[src/rtl/mul_pkg.sv]
// Shared definitions for the sequential shift-add multiplier: FSM encodings,
// default operand width and the matching iteration-counter width.
package mul_pkg;

    localparam int DEF_WIDTH = 32;
    localparam int DEF_CNT_W = $clog2(DEF_WIDTH + 1);

    typedef enum logic [1:0] {
        ST_IDLE = 2'd0,
        ST_BUSY = 2'd1,
        ST_DONE = 2'd2
    } mul_state_t;

endpackage

[src/rtl/mul_add_stage.sv]
// Combinational WIDTH-bit ripple-carry adder (a, b, cin -> sum, cout), drop-in
// compatible with the other operand-path adders.
module mul_add_stage #(
    parameter int WIDTH = 32
) (
    input  logic [WIDTH-1:0] a,
    input  logic [WIDTH-1:0] b,
    input  logic             cin,
    output logic [WIDTH-1:0] sum,
    output logic             cout
);

    logic [WIDTH:0] carry;

    assign carry[0] = cin;

    for (genvar gi = 0; gi < WIDTH; gi++) begin : g_bit
        assign sum[gi]     = a[gi] ^ b[gi] ^ carry[gi];
        assign carry[gi+1] = (a[gi] & b[gi]) | (carry[gi] & (a[gi] ^ b[gi]));
    end

    assign cout = carry[WIDTH];

endmodule

[src/rtl/seq_shift_add_multiplier.sv]
// Multi-cycle shift-add multiplier: one adder pass plus a right shift per cycle.
// Define SIGNED_MUL_EN to add the is_signed port (sign-magnitude signed multiply).
module seq_shift_add_multiplier
    import mul_pkg::*;
#(
    parameter int WIDTH = DEF_WIDTH
) (
    input  logic               clk,
    input  logic               rst,
    input  logic               in_valid,
    output logic               in_ready,
    input  logic [WIDTH-1:0]   a,
    input  logic [WIDTH-1:0]   b,
`ifdef SIGNED_MUL_EN
    input  logic               is_signed,
`endif
    output logic               out_valid,
    input  logic               out_ready,
    output logic [2*WIDTH-1:0] product
);

    localparam int CNT_W = $clog2(WIDTH + 1);

    mul_state_t          state_q, state_d;
    logic [CNT_W-1:0]    cnt_q, cnt_d;
    logic [WIDTH-1:0]    acc_q, acc_d;
    logic [WIDTH-1:0]    mq_q, mq_d;
    logic [WIDTH-1:0]    mcand_q, mcand_d;
    logic [2*WIDTH-1:0]  product_q, product_d;
    logic                in_ready_q, in_ready_d;
    logic                out_valid_q, out_valid_d;

    logic [WIDTH-1:0]    a_load, b_load;
    logic [WIDTH-1:0]    add_b, add_sum;
    logic                add_cout;
    logic [WIDTH-1:0]    step_acc, step_mq;
    logic [2*WIDTH-1:0]  final_prod;

`ifdef SIGNED_MUL_EN
    logic neg_q, neg_d;
    logic a_neg, b_neg;

    // Signed operands are reduced to magnitudes; the most negative value maps
    // to 2^(WIDTH-1), which still fits the unsigned datapath.
    assign a_neg  = is_signed & a[WIDTH-1];
    assign b_neg  = is_signed & b[WIDTH-1];
    assign a_load = a_neg ? (~a + WIDTH'(1)) : a;
    assign b_load = b_neg ? (~b + WIDTH'(1)) : b;
    assign final_prod = neg_q ? (~{step_acc, step_mq} + (2*WIDTH)'(1))
                              : {step_acc, step_mq};
`else
    assign a_load     = a;
    assign b_load     = b;
    assign final_prod = {step_acc, step_mq};
`endif

    assign add_b = mq_q[0] ? mcand_q : '0;

    mul_add_stage #(
        .WIDTH (WIDTH)
    ) u_add (
        .a    (acc_q),
        .b    (add_b),
        .cin  (1'b0),
        .sum  (add_sum),
        .cout (add_cout)
    );

    // {cout, sum, mq} shifted right by one; the carry lands in acc's MSB.
    assign step_acc = {add_cout, add_sum[WIDTH-1:1]};
    assign step_mq  = {add_sum[0], mq_q[WIDTH-1:1]};

    always_comb begin
        state_d     = state_q;
        cnt_d       = cnt_q;
        acc_d       = acc_q;
        mq_d        = mq_q;
        mcand_d     = mcand_q;
        product_d   = product_q;
        in_ready_d  = in_ready_q;
        out_valid_d = out_valid_q;
`ifdef SIGNED_MUL_EN
        neg_d       = neg_q;
`endif
        case (state_q)
            ST_IDLE: begin
                if (in_valid) begin
                    state_d    = ST_BUSY;
                    cnt_d      = CNT_W'(WIDTH);
                    acc_d      = '0;
                    mq_d       = b_load;
                    mcand_d    = a_load;
                    in_ready_d = 1'b0;
`ifdef SIGNED_MUL_EN
                    neg_d      = a_neg ^ b_neg;
`endif
                end
            end
            ST_BUSY: begin
                acc_d = step_acc;
                mq_d  = step_mq;
                cnt_d = cnt_q - CNT_W'(1);
                if (cnt_q == CNT_W'(1)) begin
                    state_d     = ST_DONE;
                    product_d   = final_prod;
                    out_valid_d = 1'b1;
                end
            end
            ST_DONE: begin
                if (out_ready) begin
                    state_d     = ST_IDLE;
                    out_valid_d = 1'b0;
                    in_ready_d  = 1'b1;
                end
            end
            default: begin
                state_d     = ST_IDLE;
                in_ready_d  = 1'b1;
                out_valid_d = 1'b0;
            end
        endcase
    end

    always_ff @(posedge clk) begin
        if (rst) begin
            state_q     <= ST_IDLE;
            cnt_q       <= '0;
            acc_q       <= '0;
            mq_q        <= '0;
            mcand_q     <= '0;
            product_q   <= '0;
            in_ready_q  <= 1'b1;
            out_valid_q <= 1'b0;
`ifdef SIGNED_MUL_EN
            neg_q       <= 1'b0;
`endif
        end else begin
            state_q     <= state_d;
            cnt_q       <= cnt_d;
            acc_q       <= acc_d;
            mq_q        <= mq_d;
            mcand_q     <= mcand_d;
            product_q   <= product_d;
            in_ready_q  <= in_ready_d;
            out_valid_q <= out_valid_d;
`ifdef SIGNED_MUL_EN
            neg_q       <= neg_d;
`endif
        end
    end

    assign in_ready  = in_ready_q;
    assign out_valid = out_valid_q;
    assign product   = product_q;

endmodule

[config.mk]
export PLATFORM = sky130hd
export DESIGN_NAME = seq_shift_add_multiplier
export DESIGN_NICKNAME = d
export VERILOG_FILES = /design/src/rtl/mul_pkg.sv /design/src/rtl/mul_add_stage.sv /design/src/rtl/seq_shift_add_multiplier.sv
export SDC_FILE = /design/constraint.sdc
export NUM_CORES = 1
export LEC_CHECK = 0
export ABC_AREA = 0
export BUFFER_PORTS_ARGS = -buffer_cell sky130_fd_sc_hd__buf_2
export CORE_MARGIN = 5
export CORE_UTILIZATION = 44
export CTS_CLUSTER_SIZE = 12
export DETAILED_ROUTE_END_ITERATION = 10
export GPL_ROUTABILITY_DRIVEN = 0
export PLACE_DENSITY = 0.67
export SLEW_MARGIN = 30
export SYNTH_ARGS = -nofsm -noshare
export SYNTH_HDL_FRONTEND = slang
export SYNTH_SLANG_ARGS = --single-unit
export TNS_END_PERCENT = 10
[constraint.sdc]
create_clock -name clk -period 14.08 [get_ports clk]
set_input_delay 0 -clock clk [delete_from_list [all_inputs] [get_ports clk]]
set_output_delay 0 -clock clk [all_outputs]
set_load 0.01 [all_outputs]
==> flow_metrics.py <==
metrics = {
    "worst_setup_path": {
        "worstPathRequired_ns": 14.36,
        "r2r_setup_slack_ns": 0.48,
        "crit_slowest_cell": "fa_1",
        "end_kind": "register",
        "r2r-start": "mcand_q[0]$_SDFFE_PP0P_",
        "crit_path_frequent_cell": "fa_1",
        "cp_data_arrival_time_ns": 13.87,
        "startpoint": "mcand_q[0]$_SDFFE_PP0P_",
        "max_stage_delay_ns": 0.54,
        "worst-path-max-fanout": 2,
        "critPathKind": "reg -> reg",
        "critPathLaunchType": "register",
    },
    "drt": {
        "wl_per_cell_um": 15.60,
        "first_iter_violations": 459,
        "route.detailed.drc": 0,
        "antenna_left": 0,
        "finalWirelength_mm": 19.81,
        "first_pass_iters": 5,
        "num_vias": 6661,
        "viasPerCell": 5.245,
    },
    "final_layout": {
        "nNetsFinal": 1131,
        "final_cell_mix": "dfxtp_1 (168), buf_2 (132), nand2b_1 (100)",
        "fin_cells": 1270,
        "stdcell_area_um2": 9910,
        "final_common_cell": "dfxtp_1",
        "syn_to_final_growth_pct": 22.32,
        "drive_above_1_share_pct": 19.40,
        "diodes": 0,
    },
    "min_path": {
        "hold_path_startpoint": "b[13]",
        "min_path_type": "in -> reg",
    },
    "floorplanning": {
        "core_area_um2": 18020,
        "die_h_um": 145.7,
        "initial_utilization_pct": 44.95,
        "ios": 134,
        "fp-row-count": 49,
        "die_w_um": 145.7,
        "dieArea_um2": 21230,
    },
    "timing": {
        "worst_slack_ns": 0.4842,
        "finClkSkew_ns": 0.008576,
        "min_period_ns": 13.60,
        "fmax_mhz": 73.55,
        "drv_slew": 0,
        "max_slew_margin_pct": 49.82,
        "hold_viol": 0,
        "finalSetupViolCount": 0,
        "rsz0062_at_grt": "no",
        "worst_pin_slew_ns": 0.7527,
        "finalCritPeriodShare_pct": 96.56,
    },
    "grt": {
        "grt_max_degree": 108,
        "grt_use_total_pct": 18.74,
        "grt.overflow.total": 0,
        "grt_pass1_vias": 6576,
        "grt_antenna_before_repair": 0,
        "grt_pass1_wl_mm": 33.88,
    },
    "place": {
        "io_buffers": 133,
        "postPlaceCellArea_um2": 8766,
        "dp_hpwl_mm": 11.67,
        "dp_cells": 1193,
        "dp_slack_ns": -0.2799,
    },
    "status": {
        "status": "finished clean",
    },
    "cts": {
        "postCtsSetupBuffers": 0,
        "numCtsBuffers": 17,
        "clk_path_buf_depth": 2,
        "clkLatencyLatePin_ns": 0.42,
        "clock-sinks": 170,
        "cts-root-buf": "clkbuf_16",
        "htreeDepth": 4,
        "cts_tree": "built",
        "clk_pin_slew_worst_paths_ns": 0.07,
    },
    "logic_synthesis": {
        "synth_cell_types": 37,
        "netlist_area_um2": 8102,
        "yosys_warnings": 0,
        "synth-seq-cells": 170,
        "avgSynthCellArea_um2": 8.932,
        "synth_fp_nets": 1009,
        "syn_inst": 907,
        "yosysSeqAreaShare_pct": 42.01,
    },
    "power_and_ir_drop": {
        "powerDensity_nw_per_um2": 119.4,
        "irDropWorstVdd_uv": 101.9,
        "leakagePower_uw": 0.003548,
    },
    "flow_run": {
        "maxCapViolCount": 0,
    },
}
-- cell families (layout without fill, tap and decap cells) --
| kind of cell | after synthesis | after routing | share of synthesized area (%) |
|---|---|---|---|
| adders and majority gates | 34 | 34 | 8.124 |
| buffers and inverters | 123 | 257 | 6.610 |
| muxes | 32 | 32 | 3.954 |
| AOI/OAI and AO/OA | 175 | 175 | 14.16 |
| and+or+nand+nor | 373 | 373 | 25.14 |
| DFF | 170 | 170 | 42.01 |
-- per-stage QoR --
stage | utilization [%] | total power [µW] | setup TNS [ns] | hold WS [ns]
3_3_place_gp | 48.61 | 687.3 | -0.3762 | 0.2450
2_1_floorplan | - | 643.7 | 0 | 0.1360
3_5_place_dp | 48.63 | 688.8 | -0.5509 | 0.2464
6_report | 54.98 | 1183 | 0 | 0.008055
4_1_cts | 54.59 | 1189 | 0 | 0.0004273
5_1_grt | 54.98 | 1236 | 0 | 0.02574
-- where the power goes --
| part | switching, µW | internal, µW |
|---|---|---|
| Clock | 193 | 300 |
| Combinational | 95.1 | 68.9 |
| Sequential | 19.3 | 506 |
| Total | 308 | 876 |
-- critical path, delay by kind of cell (launching register included) --
kind | cells | cell delay (ns)
buffers and inverters | 1 | 0.04
adder cells (fa/ha/maj) | 32 | 12.67
flip-flops | 1 | 0.33
AO/OA/AOI/OAI | 1 | 0.16
AND/OR/NAND/NOR | 3 | 0.23
-- cell type report --
| cell class | count | area, µm² |
|---|---|---|
| fill | 1672 | 8115 |
| multi-input combinational | 614 | 4214 |
| sequential | 170 | 3408 |
| timing repair buffer | 191 | 1254 |
| clock buffer | 19 | 442.9 |
| tap | 229 | 286.5 |
| clock inverter | 12 | 172.7 |
| inverter | 35 | 131.4 |
-- metal layers --
| metal | track usage (%) | share of wire (%) | up-vias | wire [µm] |
|---|---|---|---|---|
| met5 | 0 | 0 | - | 0 |
| met4 | 4.198 | 0.99 | 0 | 196 |
| met3 | 3.613 | 4.5 | 16 | 882 |
| met2 | 29.59 | 46 | 175 | 9079 |
| met1 | 26.72 | 49 | 3129 | 9655 |
| li1 | - | - | 3341 | - |
-- flip-flops by register name (all words and copies together) (netlist names) --
register,cells
product,64
acc_q,32
mcand_q,32
mq_q,32
cnt_q,6
state_q,2
in_ready,1
out_valid,1
-- final timing paths --
check / end / cells after the start
min: mq_q[13]$_SDFFE_PP0P_ / 4
max: acc_q[30]$_SDFFE_PP0P_ / 37
max reg2reg: acc_q[30]$_SDFFE_PP0P_ / 37
min reg2reg: mcand_q[3]$_SDFFE_PP0P_ / 2
-- synth_stat cells, drive strengths merged --
library cell,instances,area (µm²)
nand2,96,360.4
clkbuf,55,206.5
or2,1,6.260
nand3b,1,7.510
and2,1,6.260
mux2i,32,320.3
or4,2,15.01
nand4b,1,8.760
ha,3,37.54
fa,31,620.6
o21a,1,7.510
and4,1,8.760
o31ai,1,7.510
a21oi,68,340.3
inv,35,131.4
or3b,33,289.0
dfxtp,170,3403
nor3b,34,260.3
nor3,33,176.4
a31oi,33,206.5
o21ai,1,5.000
nor4b,1,8.760
nor2,67,251.5
a41oi,33,289.0
o311ai,2,17.52
a311oi,1,8.760
a211oi,34,255.2
o21ba,1,10.01
nand2b,100,625.6
nor2b,1,6.260
nand4,1,6.260
buf,33,197.7
-- what timing repair did --
item / CTS / global route
endpoints found under the hold margin: 46 / 0
resized for setup: 7 / 8
pin swaps: 0 / 0
endpoints found under the setup margin: 4 / 5
hold buffers: 44 / 0
(Power assumes the default switching activity.)
